File: src/rtl/water_level_grader_pkg.sv
// Shared encodings for the water-level grading path.
// The beeper and display stages decode the same grades.
package water_level_grader_pkg;

    localparam logic [2:0] GRADE_SAFE  = 3'd0;
    localparam logic [2:0] GRADE_FAULT = 3'd7;

    localparam int unsigned NumTh = 6;
    localparam int unsigned DefaultTh [NumTh] = '{400, 1000, 1600, 2200, 2800, 3400};

    typedef enum logic [0:0] {
        StTrack,
        StFault
    } fsm_e;

endpackage

File: src/rtl/water_level_grader_if.sv
// Sample-in / grade-out bundle between the ADC front-end, the grader and its consumers.
interface water_level_grader_if #(
    parameter int unsigned DW = 12
);
    logic          sample_valid;
    logic [DW-1:0] sample;
    logic [2:0]    state;
    logic          beep_en;
    logic          level_changed;

    modport master (
        output sample_valid, sample,
        input  state, beep_en, level_changed
    );

    modport slave (
        input  sample_valid, sample,
        output state, beep_en, level_changed
    );
endinterface

File: src/rtl/water_level_grader_level_quantizer.sv
// Combinational threshold bank: raw grade plus hysteresis-filtered effective grade.
module level_quantizer
    import water_level_grader_pkg::*;
#(
    parameter int unsigned DW   = 12,
    parameter int unsigned TH1  = DefaultTh[0],
    parameter int unsigned TH2  = DefaultTh[1],
    parameter int unsigned TH3  = DefaultTh[2],
    parameter int unsigned TH4  = DefaultTh[3],
    parameter int unsigned TH5  = DefaultTh[4],
    parameter int unsigned TH6  = DefaultTh[5],
    parameter int unsigned HYST = 16
) (
    input  logic [DW-1:0] sample_i,
    input  logic [2:0]    cur_i,
    output logic [2:0]    raw_o,
    output logic [2:0]    eff_o
);
    localparam int unsigned Th [NumTh] = '{TH1, TH2, TH3, TH4, TH5, TH6};

    logic [31:0] s_ext;
    logic        hold;

    assign s_ext = 32'(sample_i);

    always_comb begin
        raw_o = 3'd0;
        hold  = 1'b0;
        for (int k = 0; k < NumTh; k++) begin
            if (s_ext >= Th[k]) raw_o = raw_o + 3'd1;
        end
        // Dropping a grade needs the sample below THc - HYST, not merely below THc.
        if (cur_i >= 3'd1 && cur_i <= 3'd6) begin
            hold = s_ext >= (Th[cur_i - 3'd1] - HYST);
        end
        eff_o = (raw_o >= cur_i || !hold) ? raw_o : cur_i;
    end
endmodule

File: src/rtl/water_level_grader.sv
// Debounced water-level grade with hysteresis and sensor-fault detection (grade 7).
module water_level_grader
    import water_level_grader_pkg::*;
#(
    parameter int unsigned DW         = 12,
    parameter int unsigned TH1        = DefaultTh[0],
    parameter int unsigned TH2        = DefaultTh[1],
    parameter int unsigned TH3        = DefaultTh[2],
    parameter int unsigned TH4        = DefaultTh[3],
    parameter int unsigned TH5        = DefaultTh[4],
    parameter int unsigned TH6        = DefaultTh[5],
    parameter int unsigned HYST       = 16,
    parameter int unsigned STABLE_CNT = 4,
    parameter int unsigned FAULT_CNT  = 8,
    parameter int unsigned TIMEOUT    = 1000000
) (
    input logic                clk,
    input logic                rst,
    water_level_grader_if.slave bus
);
    localparam int unsigned CntW = $clog2(STABLE_CNT + 1);
    localparam int unsigned SatW = $clog2(FAULT_CNT + 1);
    localparam int unsigned ToW  = $clog2(TIMEOUT + 1);

    fsm_e            fsm_q, fsm_d;
    logic [2:0]      state_q, state_d;
    logic [2:0]      cand_q, cand_d;
    logic            beep_q, beep_d;
    logic            lc_q, lc_d;
    logic [CntW-1:0] cnt_q, cnt_d;
    logic [SatW-1:0] sat_q, sat_d;
    logic [ToW-1:0]  to_q, to_d;

    logic [2:0] raw, eff;
    logic       is_sat, good, sat_hit, to_hit;

    level_quantizer #(
        .DW(DW), .TH1(TH1), .TH2(TH2), .TH3(TH3), .TH4(TH4), .TH5(TH5), .TH6(TH6), .HYST(HYST)
    ) u_quant (
        .sample_i (bus.sample),
        .cur_i    (state_q),
        .raw_o    (raw),
        .eff_o    (eff)
    );

    always_comb begin
        fsm_d   = fsm_q;
        state_d = state_q;
        cand_d  = cand_q;
        cnt_d   = cnt_q;
        sat_d   = sat_q;
        to_d    = to_q;

        is_sat = bus.sample_valid && (bus.sample == {DW{1'b1}});
        good   = bus.sample_valid && !is_sat;

        if (bus.sample_valid)            to_d = '0;
        else if (to_q != ToW'(TIMEOUT))  to_d = to_q + ToW'(1);

        if (is_sat) begin
            if (sat_q != SatW'(FAULT_CNT)) sat_d = sat_q + SatW'(1);
        end else if (bus.sample_valid) begin
            sat_d = '0;
        end

        to_hit  = !bus.sample_valid && (to_d == ToW'(TIMEOUT));
        sat_hit = is_sat && (sat_d == SatW'(FAULT_CNT));

        unique case (fsm_q)
            StTrack: begin
                if (sat_hit || to_hit) begin
                    fsm_d   = StFault;
                    state_d = GRADE_FAULT;
                    cnt_d   = '0;
                    cand_d  = GRADE_SAFE;
                end else if (good) begin
                    if (eff == state_q) begin
                        cnt_d = '0;
                    end else begin
                        if (eff != cand_q) begin
                            cand_d = eff;
                            cnt_d  = CntW'(1);
                        end else begin
                            cnt_d = cnt_q + CntW'(1);
                        end
                        if (cnt_d == CntW'(STABLE_CNT)) begin
                            state_d = cand_d;
                            cnt_d   = '0;
                        end
                    end
                end
            end
            StFault: begin
                // Recovery needs an unbroken run of clean samples; raw grade, no hysteresis.
                if (is_sat || to_hit) begin
                    cnt_d = '0;
                end else if (good) begin
                    cnt_d = cnt_q + CntW'(1);
                    if (cnt_d == CntW'(STABLE_CNT)) begin
                        fsm_d   = StTrack;
                        state_d = raw;
                        cnt_d   = '0;
                        cand_d  = GRADE_SAFE;
                        sat_d   = '0;
                        to_d    = '0;
                    end
                end
            end
            default: fsm_d = StTrack;
        endcase

        beep_d = (state_d != GRADE_SAFE);
        lc_d   = (state_d != state_q);
    end

    always_ff @(posedge clk) begin
        if (rst) begin
            fsm_q   <= StTrack;
            state_q <= GRADE_SAFE;
            cand_q  <= GRADE_SAFE;
            beep_q  <= 1'b0;
            lc_q    <= 1'b0;
            cnt_q   <= '0;
            sat_q   <= '0;
            to_q    <= '0;
        end else begin
            fsm_q   <= fsm_d;
            state_q <= state_d;
            cand_q  <= cand_d;
            beep_q  <= beep_d;
            lc_q    <= lc_d;
            cnt_q   <= cnt_d;
            sat_q   <= sat_d;
            to_q    <= to_d;
        end
    end

    assign bus.state         = state_q;
    assign bus.beep_en       = beep_q;
    assign bus.level_changed = lc_q;
endmodule

File: src/flat_wrapper.sv
// flat-port wrapper written by rule: the top's interface ports become plain ports
module water_level_grader_flat import water_level_grader_pkg::*;
#(
    parameter int unsigned DW         = 12,
    parameter int unsigned TH1        = DefaultTh[0],
    parameter int unsigned TH2        = DefaultTh[1],
    parameter int unsigned TH3        = DefaultTh[2],
    parameter int unsigned TH4        = DefaultTh[3],
    parameter int unsigned TH5        = DefaultTh[4],
    parameter int unsigned TH6        = DefaultTh[5],
    parameter int unsigned HYST       = 16,
    parameter int unsigned STABLE_CNT = 4,
    parameter int unsigned FAULT_CNT  = 8,
    parameter int unsigned TIMEOUT    = 1000000
)
  (clk, rst, bus_sample_valid, bus_sample, bus_state, bus_beep_en, bus_level_changed);
  water_level_grader_if #(.DW(DW)) bus_i ();
  input logic clk;
  input logic rst;
  input wire logic [$bits(bus_i.sample_valid)-1:0] bus_sample_valid;
  input wire logic [$bits(bus_i.sample)-1:0] bus_sample;
  output wire logic [$bits(bus_i.state)-1:0] bus_state;
  output wire logic [$bits(bus_i.beep_en)-1:0] bus_beep_en;
  output wire logic [$bits(bus_i.level_changed)-1:0] bus_level_changed;
  assign bus_i.sample_valid = bus_sample_valid;
  assign bus_i.sample = bus_sample;
  assign bus_state = bus_i.state;
  assign bus_beep_en = bus_i.beep_en;
  assign bus_level_changed = bus_i.level_changed;
  water_level_grader #(.DW(DW), .TH1(TH1), .TH2(TH2), .TH3(TH3), .TH4(TH4), .TH5(TH5), .TH6(TH6), .HYST(HYST), .STABLE_CNT(STABLE_CNT), .FAULT_CNT(FAULT_CNT), .TIMEOUT(TIMEOUT)) u_core (.clk(clk), .rst(rst), .bus(bus_i));
endmodule
File: config.mk
export PLATFORM = sky130hd
export DESIGN_NAME = water_level_grader_flat
export DESIGN_NICKNAME = d
export VERILOG_FILES = /design/src/rtl/water_level_grader_pkg.sv /design/src/rtl/water_level_grader_if.sv /design/src/rtl/water_level_grader_level_quantizer.sv /design/src/rtl/water_level_grader.sv /design/src/flat_wrapper.sv
export SDC_FILE = /design/constraint.sdc
export NUM_CORES = 1
export LEC_CHECK = 0
export CELL_PAD_IN_SITES_DETAIL_PLACEMENT = 2
export CELL_PAD_IN_SITES_GLOBAL_PLACEMENT = 2
export CORE_ASPECT_RATIO = 0.5
export CORE_MARGIN = 5
export CORE_UTILIZATION = 25
export CTS_CLUSTER_SIZE = 14
export DETAILED_ROUTE_END_ITERATION = 16
export PLACE_DENSITY = 0.66
export SETUP_SLACK_MARGIN = 0.2
export SLEW_MARGIN = 20
export SYNTH_ARGS = -nofsm -noshare
export SYNTH_HDL_FRONTEND = slang
export SYNTH_SLANG_ARGS = --single-unit
File: constraint.sdc
create_clock -name clk -period 14.1 [get_ports clk]
set_clock_uncertainty 0.2 [all_clocks]
set_input_delay 4.23 -clock clk [delete_from_list [all_inputs] [get_ports clk]]
set_output_delay 4.23 -clock clk [all_outputs]
set_load 0.01 [all_outputs]
==> results.md, run 1 <==
- Result of the run: completed
- Vias in the first global route: 3387
- Relative slew slack: 51.65%
- Worst-Skew Late Latency: 0.28 ns
- DRC Markers: 0
- CTS clk-pin slew, worst paths: 0.06 ns
- Layout overhead on the synthesized area: 13.75%
- Synth Area in Adders: 10.20%
- Arrival time worst endpoint: 10.73 ns
- Die area: 0.01579 sq mm
- Worst setup margin: 3.305 ns
- Top cell type's share of synthesized area: 21.75%
- Post-synthesis simple-gate area fraction: 28.40%
- Place WS: 2.951 ns
- Main combinational cell family by area after synthesis: simple AND/OR/NAND/NOR gates
- Routed vias: 3169
- Period utilization: 76.56%
- FF+latch count, synth: 36
- Largest net degree at the start of global routing: 21
- GR Util All Layers: 12.70%
- Setup TNS: 0 ns
- Initial antenna violation count: 0
- Req. time, crit path: 14.04 ns
- Commonest cells in the netlist: nor2_1 (43), dfxtp_1 (36), nand2_1 (31), inv_1 (30), ha_1 (27)
- Final setup violation count: 0
- DIE WIDTH: 172.8 um
- Mux cell area share after synthesis: 1.586%
- H-Tree Depth: 2
- PD cells: 75.11 mW/mm^2
- Maximum clock rate: 0.09264 GHz
- Initial Util: 25.87%
- WL/cell: 16.44 um
- Setup Fix Bufs, Post-CTS: 0
- Post-DP HPWL: 7746 um
- First-pass GRT wire length: 17040 um
- Final RePlAce weighted congestion: 0.8003
- Worst setup path class: input pin to register
- Slowest-stage cell, CP: clkdlybuf4s50_1
- Congestion Overflow GR: 0
- Hold_sp: u_core.cnt_q[1]
- Crit path top cell by count: ha_1
- Syn. warnings: 0
- VDD IR max: 0.00004231 V
- CP Max Fanout: 18
- Root Buffer: clkbuf_16
- Synth cell types: 81
- Worst Setup End Kind: register
- Row count: 29
- CORE AREA: 0.01281 sq mm
- Max-Cap Viols: 0
- Post-CTS resize count: 0
- Die height: 91.40 um
- Drt pass-1 iters: 4
- FF-to-FF Start: u_core.bus.state[1]
- Most frequent cell after synthesis: nor2_1
- Post-layout minimum cycle time: 10.80 ns
- Max Slew Vio Count: 0
- Total Wirelength: 9899 um
- Antenna-violating nets left: 0
- Syn nets: 465
- Cell taking the most area after synthesis: dfxtp_1
- Pin slew with the least headroom to its limit: 0.7230 ns
- Diodes inserted: 0
- CP startpoint kind: input pin
- EDFF count, synth: 0
- # clock sinks: 36
- Cell leakage power: 1.317 nW
- Cell Area, Synth: 0.003313 sq mm
- Port buffer count: 19
- Placed inst area: 0.003635 sq mm
- Seq/Total Area, Yosys: 21.75%
- HP Class: register to register
- # nets final: 474
- Top FF cell, synth: dfxtp_1
- Complex-gate fraction of the synthesized area: 24.06%
- Syn Area/Cell: 7.833 sq um
- Asr flop ratio synth: 0%
- CP max stage delay: 0.93 ns
- Synth Instances: 423
- CTS hold repair buffers: 0
- CTS tree: built
- Initial DRC count: 120
- CTS Buf Count: 5
- Post-route cell area: 0.003769 sq mm
- Top-Level Pins: 20
- Final hold viol count: 0
- Largest cells by area after synthesis: dfxtp_1 (22%), ha_1 (10%), nor2_1 (4.9%)
- Share of layout cells above drive strength 1: 8.333%
- RSZ-0062 raised after global routing: no
- # fillers: 1511
- Area share of xor/xnor cells in the synthesized design: 7.817%
- Max Buffers Root-to-Sink: 2
- Via-per-instance ratio: 5.264
- Critical Path Start: bus_sample[11]
## final cells by class
class / instances / area (sq um) / area share, %
inverter: 32 / 120.1 / 3.187
clock inverter: 1 / 5.005 / 0.1328
clock buffer: 6 / 128.9 / 3.420
timing repair buffer: 19 / 190.2 / 5.046
sequential: 36 / 720.7 / 19.12
tap: 170 / 212.7 / 5.644
multi-input combinational: 338 / 2391 / 63.45
## logic make-up (layout without fill, tap and decap cells)
group	after synthesis	count (layout)
simple gates	166	166
flops	36	36
compound gates	111	111
xor+xnor	28	28
fa+ha+maj	27	27
buf+inv	49	58
mux	5	5
other cells	1	1
## per-layer routing
metal / share of wire [%] / vias to the layer above / track usage (%)
li1: - / 1565 / -
met1: 50 / 1559 / 16.44
met2: 46 / 36 / 22.25
met3: 3.3 / 9 / 2.614
met4: 0.82 / 0 / 2.158
met5: 0 / - / 0
## worst max-delay path, delay by kind of cell
family          cells  cell delay [ns]
compound gates      7             1.22
fa+ha+maj           5             1.35
xor+xnor            3             0.71
buf+inv             5             1.20
simple gates        7             1.49
mux                 2             0.52
## where the power goes
part,leakage [nW],internal (mW),switching [mW]
clock network,0.0667,0.0642,0.0420
registers,0.291,0.104,0.00240
logic,0.959,0.0286,0.0417
total,1.32,0.197,0.0860
## placed cells by master, fill, tap and decap left out, types with 3 or more instances in the layout
cell type / instances
nand3_1: 13
a22oi_1: 3
or3_1: 4
nor2_1: 43
nand2_1: 31
and3_1: 3
nand4_1: 7
clkdlybuf4s50_1: 19
o21ai_0: 18
xor2_1: 12
xnor2_1: 15
o21ai_1: 4
dfxtp_1: 36
a211oi_1: 6
ha_1: 27
nand3b_1: 3
nor3_1: 20
nand4_2: 3
o211ai_1: 4
o31ai_1: 4
mux2i_1: 3
a21oi_1: 26
inv_1: 30
nand2b_1: 5
nor4_1: 4
and2_1: 3
nor2b_1: 3
clkbuf_16: 5
a32oi_1: 3
a311oi_1: 3
o21a_1: 8
## path summary, 6_finish.rpt
| check | end | slack [ns] | depth (start not counted) |
|---|---|---|---|
| setup / recovery | u_core.bus.beep_en | 3.30 | 29 |
| hold reg to reg | u_core.cnt_q[1] | 0.26 | 2 |
| setup reg to reg | u_core.bus.beep_en | 8.97 | 17 |
| hold / removal | u_core.cnt_q[1] | 0.26 | 2 |
## registers in the layout (all words and copies together) (netlist names)
name and flops:
u_core.to_q 20, u_core.bus.level_changed 1, u_core.cand_q 3, u_core.sat_q 4, u_core.cnt_q 3, u_core.fsm_q 1
u_core.bus.state 3, u_core.bus.beep_en 1
## stage by stage
| step | power, mW | hold slack (ns) | cells | utilization, % |
|---|---|---|---|---|
| finish | 0.2830 | 0.2640 | 602 | 29.42 |
| global route | 0.3016 | 0.3032 | 602 | 29.42 |
| CTS | 0.2884 | 0.2716 | 602 | 29.42 |
| detailed placement | 0.1797 | 0.2632 | 595 | 28.38 |
| global placement | 0.1781 | 0.2507 | 595 | 28.38 |
| floorplan | 0.1586 | 0.2400 | 423 | - |
(Power assumes the default switching activity.)
==> run 2, diff against run 1 <==
Clock period 14.1 ns to 10.8 ns, I/O delays scaled along.
==> results.md, run 2 (synthesis results as in run 1) <==
- Post-CTS resize count: 0 (unchanged)
- Final RePlAce weighted congestion: 0.7817 (-2.3%)
- First-pass GRT wire length: 17110 um (+0.40%)
- Biggest regs: u_core.to_q: 20 flops, u_core.sat_q: 4 flops
- Root Buffer: clkbuf_16
- CP startpoint kind: input pin
- Max reg flops: 20 (unchanged)
- Final setup violation count: 0 (unchanged)
- GR Util All Layers: 12.89% (+0.19 points)
- Minimum setup slack among reg-to-reg paths: 5.75 ns (-3.22 ns)
- PD cells: 98.48 mW/mm^2 (+31%)
- Multi-input logic area: 0.002391 sq mm (unchanged)
- Crit path to: u_core.bus.beep_en
- Via-per-instance ratio: 5.181 (-1.6%)
- Reg2reg path depth: 17 (unchanged)
- Arrival time worst endpoint: 9.76 ns (-0.97 ns)
- WL/cell: 16.65 um (+1.2%)
- Post-layout minimum cycle time: 9.825 ns
- Diodes inserted: 0 (unchanged)
- Post-DP HPWL: 7864 um (+1.5%)
- Slowest-stage cell, CP: clkdlybuf4s50_1
- Most frequent cells in the layout: nor2_1 (43), dfxtp_1 (36), nand2_1 (31), inv_1 (30), ha_1 (27)
- Result of the run: completed
- Antenna-violating nets left: 0 (unchanged)
- Routed vias: 3124 (-1.4%)
- Top-Level Pins: 20 (unchanged)
- Die height: 91.40 um (unchanged)
- VDD IR max: 0.00006106 V (+44%)
- Max-Cap Viols: 0 (unchanged)
- Worst setup path class: input pin to register
- Congestion Overflow GR: 0 (unchanged)
- Period utilization: 90.97%
- Share of layout cells above drive strength 1: 8.545% (+0.21 points)
- Total Wirelength: 10040 um (+1.4%)
- DRC Markers: 0 (unchanged)
- Layout overhead on the synthesized area: 13.97%
- Critical Path Start: bus_sample[9]
- # fillers: 1520 (+0.60%)
- FF-to-FF End: u_core.bus.beep_en
- Initial DRC count: 138 (+15%)
- # nets final: 475 (+0.21%)
- Crit path top cell by count: ha_1
- Worst Setup End Kind: register
- CTS tree: built
- Relative slew slack: 53.85% (+2.2 points)
- Setup Fix Bufs, Post-CTS: 0 (unchanged)
- Cell leakage power: 1.322 nW (+0.37%)
- Initial antenna violation count: 0 (unchanged)
- Biggest register: u_core.to_q
- CTS Buf Count: 5 (unchanged)
- CORE AREA: 0.01281 sq mm (unchanged)
- FF-to-FF Start: u_core.bus.state[0]
- Total power: 0.3719 mW (+31%)
- Worst-Skew Late Latency: 0.28 ns (about the same)
- Max Slew Vio Count: 0 (unchanged)
- Vias in the first global route: 3304 (-2.5%)
- Sequential Area: 720.7 sq um (unchanged)
- # clock sinks: 36 (unchanged)
- DIE WIDTH: 172.8 um (unchanged)
- Post-Layout Cell Count: 603 (+0.17%)
- RSZ-0062 raised after global routing: no
- Maximum clock rate: 0.1018 GHz
- Commonest non-fill, non-tap cell in the layout: nor2_1
- Port buffer count: 19 (unchanged)
- Largest net degree at the start of global routing: 21 (unchanged)
- CP Max Fanout: 8 (-10)
- Req. time, crit path: 10.74 ns (-3.30 ns)
- Placed insts: 596 (+0.17%)
- Max Buffers Root-to-Sink: 2 (unchanged)
- CTS hold repair buffers: 0 (unchanged)
- CTS clk-pin slew, worst paths: 0.06 ns (about the same)
- Initial Util: 25.87% (unchanged)
- CP max stage delay: 0.64 ns (-0.29 ns)
- Row count: 29 (unchanged)
- Final hold viol count: 0 (unchanged)
- HP Class: register to register
- H-Tree Depth: 2 (unchanged)
- Drt pass-1 iters: 6 (+2)
- Setup TNS: 0 ns (unchanged)
- Die area: 0.01579 sq mm (unchanged)
- Pin slew with the least headroom to its limit: 0.6901 ns (-0.03290 ns)
run 2: changes by cell type in the layout (fill, tap and decap cells not counted), sizes merged:
cell | before | now
buf | 0 | 1
run 2: cell type report:
| cell class | instances | share of cell area (%) |
|---|---|---|
| Multi-Input combinational cell | 338 | 63.32 |
| Sequential cell | 36 | 19.09 |
| Tap cell | 170 | 5.633 |
| Timing Repair Buffer | 20 | 5.235 |
| Clock buffer | 6 | 3.413 |
| Inverter | 32 | 3.181 |
| Clock inverter | 1 | 0.1325 |
run 2: power by group:
group	total (mW)	switching, mW	internal [mW]
combinational	0.0936	0.0558	0.0378
sequential	0.139	0.00302	0.136
clock	0.139	0.0554	0.0839
total	0.372	0.114	0.258
run 2: metal layers:
layer	vias up	wire length (um)	GRT usage [%]
li1	1565	-	-
met1	1516	5070	16.96
met2	33	4616	22.25
met3	10	243	2.324
met4	0	108	2.681
met5	-	0	0
run 2: worst min path at each step:
stage                          startpoint              end  cells after the start
final                     u_core.cnt_q[1]  u_core.cnt_q[1]                      2
after global routing      u_core.cnt_q[1]  u_core.cnt_q[1]                      2
after CTS                 u_core.cnt_q[1]  u_core.cnt_q[1]                      2
after detailed placement  u_core.cnt_q[1]  u_core.cnt_q[1]                      2
after global placement    u_core.cnt_q[1]  u_core.cnt_q[1]                      2
after floorplan           u_core.cnt_q[1]  u_core.cnt_q[1]                      2
run 2: worst max-delay path, delay by kind of cell:
family,cells,cell delay [ns]
buffers and inverters,5,0.93
multiplexers,2,0.54
XOR/XNOR,3,0.74
AND/OR/NAND/NOR,6,1.40
AO/OA/AOI/OAI,8,1.53
adder cells (fa/ha/maj),5,1.34
run 2: metrics by stage:
step                utilization [%]  setup slack, ns  hold slack (ns)  cell area (sq um)
CTS                           29.48           0.9207           0.2786               3776
floorplan                         -            1.980           0.2400               3313
finish                        29.48           0.9751           0.2760               3776
global placement              28.44           0.9681           0.2520               3642
detailed placement            28.44           0.6280           0.2648               3642
global route                  29.48           0.4218           0.3050               3776
==> run 3, diff against run 2 <==
Settings changed: PLACE_DENSITY 0.66 to 0.58, REMOVE_ABC_BUFFERS from default to 1.
==> results.md, run 3 (synthesis results as in run 1) <==
- Result of the run: completed
- Biggest regs: u_core.to_q: 20 flops, u_core.sat_q: 4 flops
- FF-to-FF End: u_core.bus.beep_en
- Setup TNS: 0 ns (unchanged)
- Biggest register: u_core.to_q
- Cell leakage power: 1.335 nW (+0.99%)
- Total Wirelength: 10430 um (+3.9%)
- Largest net degree at the start of global routing: 21 (unchanged)
- Minimum setup slack among reg-to-reg paths: 5.78 ns (+0.03 ns)
- CORE AREA: 0.01281 sq mm (unchanged)
- Row count: 29 (unchanged)
- Delay-heaviest family, CP: simple AND/OR/NAND/NOR gates
- Max-Cap Viols: 0 (unchanged)
- DRC Markers: 0 (unchanged)
- WL/cell: 17.27 um (+3.7%)
- Share of layout cells above drive strength 1: 8.986% (+0.44 points)
- Comb pwr share: 23.3% (-1.9 points)
- CTS clk-pin slew, worst paths: 0.06 ns (about the same)
- FF-to-FF Start: u_core.bus.state[0]
- Req. time, crit path: 10.79 ns (+0.05 ns)
- Arrival time worst endpoint: 9.74 ns (-0.02 ns)
- Die height: 91.40 um (unchanged)
- Placed inst area: 0.003642 sq mm (unchanged)
- DIE WIDTH: 172.8 um (unchanged)
- Reg2reg path depth: 17 (unchanged)
- Setup Fix Bufs, Post-CTS: 0 (unchanged)
- CTS hold repair buffers: 0 (unchanged)
- Max Slew Vio Count: 0 (unchanged)
- Die area: 0.01579 sq mm (unchanged)
- PD cells: 105.2 mW/mm^2 (+6.8%)
- CP bufs+invs: 5 (unchanged)
- CP Max Fanout: 8 (unchanged)
- H-Tree Depth: 2 (unchanged)
- Root Buffer: clkbuf_16
- Max Buffers Root-to-Sink: 2 (unchanged)
- Crit path to: u_core.bus.beep_en
- Post-DP HPWL: 8267 um (+5.1%)
- # clock sinks: 36 (unchanged)
- Hold WS: 0.2812 ns (+0.005260 ns)
- Worst Setup End Kind: register
- Critical Path Start: bus_sample[9]
- Switching Share: 29.61% (-1.1 points)
- RSZ-0062 raised after global routing: no
- Top-Level Pins: 20 (unchanged)
- Worst setup path class: input pin to register
- CTS tree: built
- Relative slew slack: 46.91% (-6.9 points)
- Slowest-stage cell, CP: clkdlybuf4s50_1
- Vias in the first global route: 3557 (+7.7%)
- Max reg flops: 20 (unchanged)
- Layout overhead on the synthesized area: 14.99%
- Critical path depth in cells: 29 (unchanged)
- CP startpoint kind: input pin
- Drt pass-1 iters: 4 (-2)
- Reg power frac: 34.7% (-2.7 points)
- Routed vias: 3141 (+0.54%)
- Port buffer count: 19 (unchanged)
- # fillers: 1505 (-0.99%)
- Most frequent cells in the layout: nor2_1 (43), dfxtp_1 (36), nand2_1 (31), inv_1 (30), ha_1 (27)
- VDD IR max: 0.00004838 V (-21%)
- Post-CTS resize count: 0 (unchanged)
- Final setup violation count: 0 (unchanged)
- Initial DRC count: 46 (-67%)
- Post-route cell area: 0.003810 sq mm (+0.89%)
- Internal: 0.2821 mW (+9.5%)
- CP max stage delay: 0.67 ns (+0.03 ns)
- Post-layout minimum cycle time: 9.744 ns (-0.08063 ns)
- Clock power share: 42.0% (+4.6 points)
- Period utilization: 90.22% (-0.75 points)
- Pin slew with the least headroom to its limit: 0.7903 ns (+0.1002 ns)
- Diodes inserted: 0 (unchanged)
- Via-per-instance ratio: 5.200 (+0.38%)
- Initial Util: 25.87% (unchanged)
- Commonest non-fill, non-tap cell in the layout: nor2_1
- Worst-Skew Late Latency: 0.29 ns (about the same)
- CTS Buf Count: 5 (unchanged)
- Crit path top cell by count: ha_1
- Antenna-violating nets left: 0 (unchanged)
- Congestion Overflow GR: 0 (unchanged)
- Final hold viol count: 0 (unchanged)
- Final RePlAce weighted congestion: 0.7883 (+0.84%)
- GR Util All Layers: 13.41% (+0.52 points)
- # nets final: 475 (unchanged)
- Maximum clock rate: 0.1026 GHz (+0.83%)
- First-pass GRT wire length: 17660 um (+3.2%)
- HP Class: register to register
- Switching Power: 0.1187 mW (+3.9%)
- Initial antenna violation count: 0 (unchanged)
run 3: changes by cell type in the layout (fill, tap and decap cells not counted):
cell | before | now
bufinv_16 | 0 | 1
clkbuf_1 | 1 | 0
clkinvlp_4 | 0 | 1
run 3: layout make-up:
| class | count | area [sq um] | area share [%] |
|---|---|---|---|
| inverters | 32 | 120.1 | 3.153 |
| repair buffers | 20 | 197.7 | 5.189 |
| clock inverters | 3 | 42.54 | 1.117 |
| multi-input cells | 338 | 2391 | 62.76 |
| well taps | 170 | 212.7 | 5.583 |
| clock buffers | 5 | 125.1 | 3.284 |
| flip-flops and latches | 36 | 720.7 | 18.92 |
run 3: how the worst min path moves through the flow:
| stage | from | to | depth (start not counted) |
|---|---|---|---|
| after detailed placement | u_core.cnt_q[1] | u_core.cnt_q[1] | 2 |
| final | u_core.cnt_q[1] | u_core.cnt_q[1] | 2 |
| after floorplan | u_core.cnt_q[1] | u_core.cnt_q[1] | 2 |
| after global placement | u_core.cnt_q[1] | u_core.cnt_q[1] | 2 |
| after global routing | u_core.cnt_q[1] | u_core.cnt_q[1] | 2 |
| after CTS | u_core.cnt_q[1] | u_core.cnt_q[1] | 2 |
run 3: routing by layer:
metal	global-route usage (%)	part of all wire [%]	wire [um]	vias to the layer above
met5	0	0	0	-
met4	2.747	0.79	82	0
met3	2.241	1.7	174	8
met2	25.61	51	5273	26
met1	15.90	47	4901	1544
li1	-	-	-	1563
run 3: power by group through the flow:
stage	Sequential [mW]	Combinational [mW]	Clock (mW)
2_1_floorplan	0.141	0.0635	0
3_3_place_gp	0.142	0.0910	0
3_5_place_dp	0.142	0.0952	0
4_1_cts	0.139	0.0958	0.174
5_1_grt	0.140	0.106	0.180
6_report	0.139	0.0934	0.168
run 3: stage by stage:
stage / power, mW / utilization, % / setup slack, ns / std cells
floorplan: 0.2046 / - / 2.169 / 406
global placement: 0.2328 / 28.44 / 0.9778 / 596
detailed placement: 0.2372 / 28.44 / 0.7206 / 596
CTS: 0.4084 / 29.74 / 0.9800 / 604
global route: 0.4264 / 29.74 / 0.4545 / 604
finish: 0.4007 / 29.74 / 1.056 / 604
run 3: worst register-to-register path: cells and delay by family (launching register included):
kind,cells,cell delay [ns]
buf+inv,1,0.30
mux,1,0.38
simple gates,6,1.40
xor+xnor,1,0.26
fa+ha+maj,3,0.91
compound gates,5,0.84
flops,1,0.66
